===== src/rtl/uart_pkg.sv =====
// Shared UART definitions: FSM state codes (common to TX and RX) and parity modes.
package uart_pkg;

  typedef enum logic [3:0] {
    ST_IDLE  = 4'd0,
    ST_START = 4'd1,
    ST_B0    = 4'd2,
    ST_B1    = 4'd3,
    ST_B2    = 4'd4,
    ST_B3    = 4'd5,
    ST_B4    = 4'd6,
    ST_B5    = 4'd7,
    ST_B6    = 4'd8,
    ST_B7    = 4'd9,
    ST_BP    = 4'd10,
    ST_STOP  = 4'd11
  } uart_state_e;

  localparam logic [1:0] PAR_NONE = 2'b00;
  localparam logic [1:0] PAR_EVEN = 2'b01;
  localparam logic [1:0] PAR_ODD  = 2'b10;
  localparam logic [1:0] PAR_MARK = 2'b11;

  // State that follows the last data bit: parity bit if enabled, else stop bit.
  function automatic uart_state_e after_data(input logic [1:0] mode);
    return (mode != PAR_NONE) ? ST_BP : ST_STOP;
  endfunction

endpackage


===== src/rtl/uart_tick_edge.sv =====
// Turns a level baud enable (possibly several clk wide) into a one-clk tick on its rising edge.
module uart_tick_edge (
  input  logic clk,
  input  logic reset,
  input  logic enable,
  output logic tick
);

  logic enable_q;

  // Remember last cycle's enable so only the 0->1 transition produces a tick.
  always_ff @(posedge clk) begin
    if (reset) enable_q <= 1'b0;
    else       enable_q <= enable;
  end

  assign tick = enable & ~enable_q;

endmodule


===== src/rtl/transmitter.sv =====
// UART transmit serialiser: pops words from a FWFT FIFO and shifts out start, data, parity, stop.
//
//  state    | meaning
//  ---------+-------------------------------------------------
//  IDLE     | line high, waiting for a tick with a word queued
//  START    | start bit (line low)
//  B0..B7   | data bit n, LSB first (B7 only for 8-bit words)
//  BP       | parity bit (skipped when parity is off)
//  STOP     | stop bit (line high); may chain straight into START
module transmitter
  import uart_pkg::*;
#(
  parameter int OVERSAMPLE = 16,
  parameter int DATA_W     = 8
) (
  input  logic              clk,
  input  logic              reset,
  input  logic              tx_clk_enable,
  input  logic [1:0]        parityMode,
  input  logic              wordSize,
  input  logic              txFifo_empty,
  input  logic [DATA_W-1:0] tx_data,
  output logic              txrd_request,
  output logic              txOut_pin,
  output logic              busy,
  output logic [3:0]        state
);

  localparam int PHASE_W = (OVERSAMPLE > 1) ? $clog2(OVERSAMPLE) : 1;
  localparam logic [PHASE_W-1:0] PHASE_LAST = PHASE_W'(OVERSAMPLE - 1);

  logic tick;

  uart_tick_edge u_tick_edge (
    .clk    (clk),
    .reset  (reset),
    .enable (tx_clk_enable),
    .tick   (tick)
  );

  uart_state_e         state_q, state_d, next_bit;
  logic [PHASE_W-1:0]  phase_q, phase_d;
  logic [DATA_W-1:0]   shift_q, shift_d, data_m;
  logic                parity_q, parity_d, par_now;
  logic [1:0]          pmode_q, pmode_d;
  logic                word8_q, word8_d;
  logic                line_q, line_d;
  logic                rd_q, rd_d;
  logic                busy_q, busy_d;
  logic                load;
  logic [2:0]          bit_idx;

  // Next-state, frame latching and next line level; everything advances only on a tick.
  always_comb begin
    state_d  = state_q;
    phase_d  = phase_q;
    shift_d  = shift_q;
    parity_d = parity_q;
    pmode_d  = pmode_q;
    word8_d  = word8_q;
    busy_d   = busy_q;
    rd_d     = 1'b0;
    load     = 1'b0;
    next_bit = ST_IDLE;
    line_d   = 1'b1;
    bit_idx  = 3'd0;

    // Parity of the incoming word, bit 7 masked off for 7-bit frames.
    data_m = tx_data;
    if (!wordSize) data_m[DATA_W-1] = 1'b0;
    case (parityMode)
      PAR_EVEN: par_now = ^data_m;
      PAR_ODD:  par_now = ~^data_m;
      PAR_MARK: par_now = 1'b1;
      default:  par_now = 1'b0;
    endcase

    case (state_q)
      ST_START:                      next_bit = ST_B0;
      ST_B0, ST_B1, ST_B2,
      ST_B3, ST_B4, ST_B5:           next_bit = uart_state_e'(state_q + 4'd1);
      ST_B6:                         next_bit = word8_q ? ST_B7 : after_data(pmode_q);
      ST_B7:                         next_bit = after_data(pmode_q);
      ST_BP:                         next_bit = ST_STOP;
      default:                       next_bit = ST_IDLE;
    endcase

    case (state_q)
      ST_IDLE: begin
        if (tick && !txFifo_empty) load = 1'b1;
      end
      ST_START, ST_B0, ST_B1, ST_B2, ST_B3, ST_B4, ST_B5, ST_B6, ST_B7, ST_BP: begin
        if (tick) begin
          if (phase_q == PHASE_LAST) begin
            phase_d = '0;
            state_d = next_bit;
          end else begin
            phase_d = phase_q + 1'b1;
          end
        end
      end
      ST_STOP: begin
        if (tick) begin
          if (phase_q == PHASE_LAST) begin
            phase_d = '0;
            if (!txFifo_empty) begin
              load = 1'b1;
            end else begin
              state_d = ST_IDLE;
              busy_d  = 1'b0;
            end
          end else begin
            phase_d = phase_q + 1'b1;
          end
        end
      end
      default: begin
        state_d = ST_IDLE;
        phase_d = '0;
        busy_d  = 1'b0;
      end
    endcase

    // Frame format is frozen at pop time so mid-frame control changes are ignored.
    if (load) begin
      shift_d  = tx_data;
      pmode_d  = parityMode;
      word8_d  = wordSize;
      parity_d = par_now;
      rd_d     = 1'b1;
      busy_d   = 1'b1;
      phase_d  = '0;
      state_d  = ST_START;
    end

    // Line is registered from the upcoming state so it changes on the clk after the tick.
    case (state_d)
      ST_START: line_d = 1'b0;
      ST_B0, ST_B1, ST_B2, ST_B3, ST_B4, ST_B5, ST_B6, ST_B7: begin
        bit_idx = 3'(state_d - ST_B0);
        line_d  = shift_d[bit_idx];
      end
      ST_BP:    line_d = parity_d;
      default:  line_d = 1'b1;
    endcase
  end

  // State and datapath registers; reset aborts any frame and releases the line high.
  always_ff @(posedge clk) begin
    if (reset) begin
      state_q  <= ST_IDLE;
      phase_q  <= '0;
      shift_q  <= '0;
      parity_q <= 1'b0;
      pmode_q  <= PAR_NONE;
      word8_q  <= 1'b0;
      line_q   <= 1'b1;
      rd_q     <= 1'b0;
      busy_q   <= 1'b0;
    end else begin
      state_q  <= state_d;
      phase_q  <= phase_d;
      shift_q  <= shift_d;
      parity_q <= parity_d;
      pmode_q  <= pmode_d;
      word8_q  <= word8_d;
      line_q   <= line_d;
      rd_q     <= rd_d;
      busy_q   <= busy_d;
    end
  end

  assign txrd_request = rd_q;
  assign txOut_pin    = line_q;
  assign busy         = busy_q;
  assign state        = state_q;

endmodule


===== config.mk =====
export PLATFORM = sky130hd
export DESIGN_NAME = transmitter
export DESIGN_NICKNAME = d
export VERILOG_FILES = /design/src/rtl/uart_pkg.sv /design/src/rtl/uart_tick_edge.sv /design/src/rtl/transmitter.sv
export SDC_FILE = /design/constraint.sdc
export NUM_CORES = 1
export LEC_CHECK = 0
export ABC_CLOCK_PERIOD_IN_PS = 4200
export CORE_ASPECT_RATIO = 0.9
export CORE_UTILIZATION = 53
export DETAILED_ROUTE_END_ITERATION = 6
export PLACE_DENSITY_LB_ADDON = 0.1
export SYNTH_ARGS = -nofsm -noshare
export SYNTH_HDL_FRONTEND = slang
export SYNTH_SLANG_ARGS = --single-unit

===== constraint.sdc =====
create_clock -name clk -period 4.2 [get_ports clk]
set_input_delay 0.84 -clock clk [delete_from_list [all_inputs] [get_ports clk]]
set_output_delay 0.84 -clock clk [all_outputs]
set_load 0.03 [all_outputs]

==> metrics.md <==
| Metric | Value |
|---|---|
| Status | finished with violations |
| Failing checks | DRC |
| CP cell instances | inv_1, ha_1, nor3_1, nor3b_2, a22o_4, a32oi_4, mux2_1, o311a_1, a311oi_1, o211ai_1 |
| Worst-case reg-to-reg path depth | 10 |
| Die Ht | slightly above 50 um |
| Routed length per instance | 14.0 um |
| Area growth syn-to-layout | 17.4% |
| Drt first pass iters | 6 |
| Yosys warnings | 0 |
| Count of unique library cells instantiated by Yosys | 46 |
| Clk root buf | clkbuf_4 |
| Hold Fails Final Rpt | 0 |
| Routability cong. | 0.885 |
| Worst min path class | register to register |
| Vias/cell | 5.90 |
| Mapped cell area | 1450 um2 |
| TritonCTS Buffers | 3 |
| Setup TNS | 0 ps |
| Remaining antenna violation count | 0 |
| # fillers | 212 |
| Post-layout nets | 213 |
| Ratio of cells with drive above 1 in the final layout | 7.81% |
| CP max stage cell | dfxtp_1 |
| Peak VDD IR | between 0.0002 and 0.00025 V |
| Register Area | between 400 and 500 um2 |
| Slack of the critical path | about 1100 ps |
| Postcts setup bufs | 0 |
| Worst-Margin Slew | between 700 and 800 ps |
| Clk slew on worst S/H paths | around 140 ps |
| CTS tree | done |
| Power Total | 0.453 mW |
| Crit-path max FO | 7 |
| IO Port Bufs | 21 |
| Main synth FF type | dfxtp_1 |
| Max frequency | roughly 320 MHz |
| Total grt overflow | 0 |
| Pwr/cell area | ~270 nW/um2 |
| Initial antenna violation count | 0 |
| Drt initial violations | 40 |
| Pre-CTS WS | ~800 ps |
| Post-Layout Inst Area | about 1700 um2 |
| Fin. max-slew vios | 0 |
| Die ar. | 2940 um2 |
| H-tree depth | 1 |
| Core Rows | 17 |
| CORE AREA | 2510 um2 |
| DR DRC count | 2 |
| Die X | 57.1 um |
| Drt total wl | approximately 3100 um |
| Dpl cells | ~220 |
| Cells after synthesis | 174 |
| Slowest stage delay, CP | 500 ps |
| Combined buffer and inverter count along the critical path | 1 |
| Clk buf depth | 2 |
| Reg-to-reg endpoint | txOut_pin |
| Vias after detailed routing | 1298 |
| Pleak | 0.623 nW |
| Top cells by count, synth | nand2_1, dfxtp_1, a21oi_1, nor2_1, nor3_1 |
| Synth async-reset ratio | 0% |
| Placed Instance Area | 1660 um2 |
| HP Start | pmode_q[0] |
| Vias in the first global route | 1245 |
| R2R Path Start | state[0] |
| Worst relative slew slack | 46.9% |
| Final hold slack | approximately 460 ps |
| Post-CTS Hold Buffers | 0 |
| Layout Utilization | 67.7% |
| RSZ-0062 raised after global routing | false |
| Final Setup Violations | 0 |
| Avg Cell Area, Syn | 8.32 um2 |
| Final worst path period share | roughly 75% |
| CP delay by family, top | compound AO/OA/AOI/OAI gates |
| Share of the synthesized area in the top cell type | 33.2% |
| Worst-skew pair later-pin latency | 310 ps |
| Clock sink count | 24 |
| Syn Nets | about 190 |
| Startpoint Class | register |
| Starting Density | 57.7% |
| Worst EP required | 4400 ps |
| Max Cap Viol | 0 |
| Post-synth EDFFs | 0 |
| Critical path arrival | 3330 ps |
| Critical path type | register to register |
| Hold endpoint | pmode_q[0] |
| Hpwl dp | 2330 um |
| Largest net degree at the start of global routing | 24 |
| First-pass GRT wire length | 5310 um |
| Hold Path Stages | 2 |
| Total global-route track usage | between 20% and 30% |
| Period minus WS final | around 3100 ps |
| Synthesized flop and latch total | 24 |
| Area contributors post-synth | dfxtp_1, a21oi_1, nand2_1, ha_1, nor2_1 |
| Ant diodes | 0 |
| Count leader, synth | nand2_1 |
| CP endpoint kind | register |
| Sequential area share after synthesis | around a third |
| CTS resizes | 0 |
| Fin cells | 220 |
| Synth area leader | dfxtp_1 |
| Area of the multi-input gates | 911 um2 |
| Setup Skew | 13.0 ps |
| # IOs | 22 |
| Flop-to-flop setup slack | 1070 ps |
==> logic make-up after synthesis <==
| kind of cell | count (synthesis) | synth area share (%) |
|---|---|---|
| AO/OA/AOI/OAI | 53 | 25.7 |
| XOR/XNOR | 6 | 4.58 |
| adder cells (fa/ha/maj) | 5 | 4.32 |
| buffers and inverters | 13 | 3.89 |
| flip-flops | 24 | 33.2 |
| multiplexers | 5 | 3.98 |
| AND/OR/NAND/NOR | 68 | 24.4 |
==> power by group <==
group | internal [mW] | leakage [nW] | switching (mW)
clock network | 0.0528 | 0.0210 | 0.0664
registers | 0.236 | 0.195 | 0.00539
logic | 0.0439 | 0.407 | 0.0484
==> cell usage in the layout (no fill, tap or decap), drive strengths merged, types with 3 or more instances in the layout <==
cell | Yosys | final
nand3b | 3 | 3
dfxtp | 24 | 24
a21oi | 24 | 24
nor3 | 9 | 9
nor2b | 4 | 4
o21ai | 8 | 8
nor2 | 15 | 15
clkdlybuf4s50 | 0 | 21
inv | 5 | 5
o211ai | 3 | 3
clkbuf | 6 | 4
mux2 | 3 | 3
a22oi | 4 | 4
ha | 5 | 5
xnor2 | 4 | 4
nand2 | 25 | 25
==> per-layer routing <==
metal	global-route usage [%]	share of wire [%]	wire, um
met5	0	0	0
met4	6.91	0.55	17
met3	2.99	3.0	92
met2	41.0	48	1490
met1	28.4	48	1480
==> how the worst max path moves through the flow <==
stage | startpoint | to | slack (ps) | cells after the start
after floorplan | state[0] | txOut_pin | 1180 | 10
after global placement | tx_clk_enable | txOut_pin | 1000 | 9
after detailed placement | tx_clk_enable | txOut_pin | 810 | 8
after CTS | state[0] | txOut_pin | 1070 | 10
after global routing | state[0] | txOut_pin | 950 | 10
final | state[0] | txOut_pin | 1070 | 10
==> registers in the layout (all words and copies together), names as in the netlist <==
name	count
shift_q	8
u_tick_edge.enable_q	1
pmode_q	2
txOut_pin	1
txrd_request	1
parity_q	1
phase_q	4
state	4
word8_q	1
busy	1
==> tightest hold or removal path, stage by stage, from the launching register on <==
cell and delay, ps:
dfxtp_1 330, nand2_1 50, a21oi_1 50
==> area by class of cell <==
cell class | count | area share, %
tap | 28 | 2.06
inverter | 5 | 1.10
clock buffer | 4 | 2.14
sequential | 24 | 28.3
multi-input combinational | 137 | 53.6
timing repair buffer | 22 | 12.8
No activity file was read; power rests on OpenSTA's default activity.
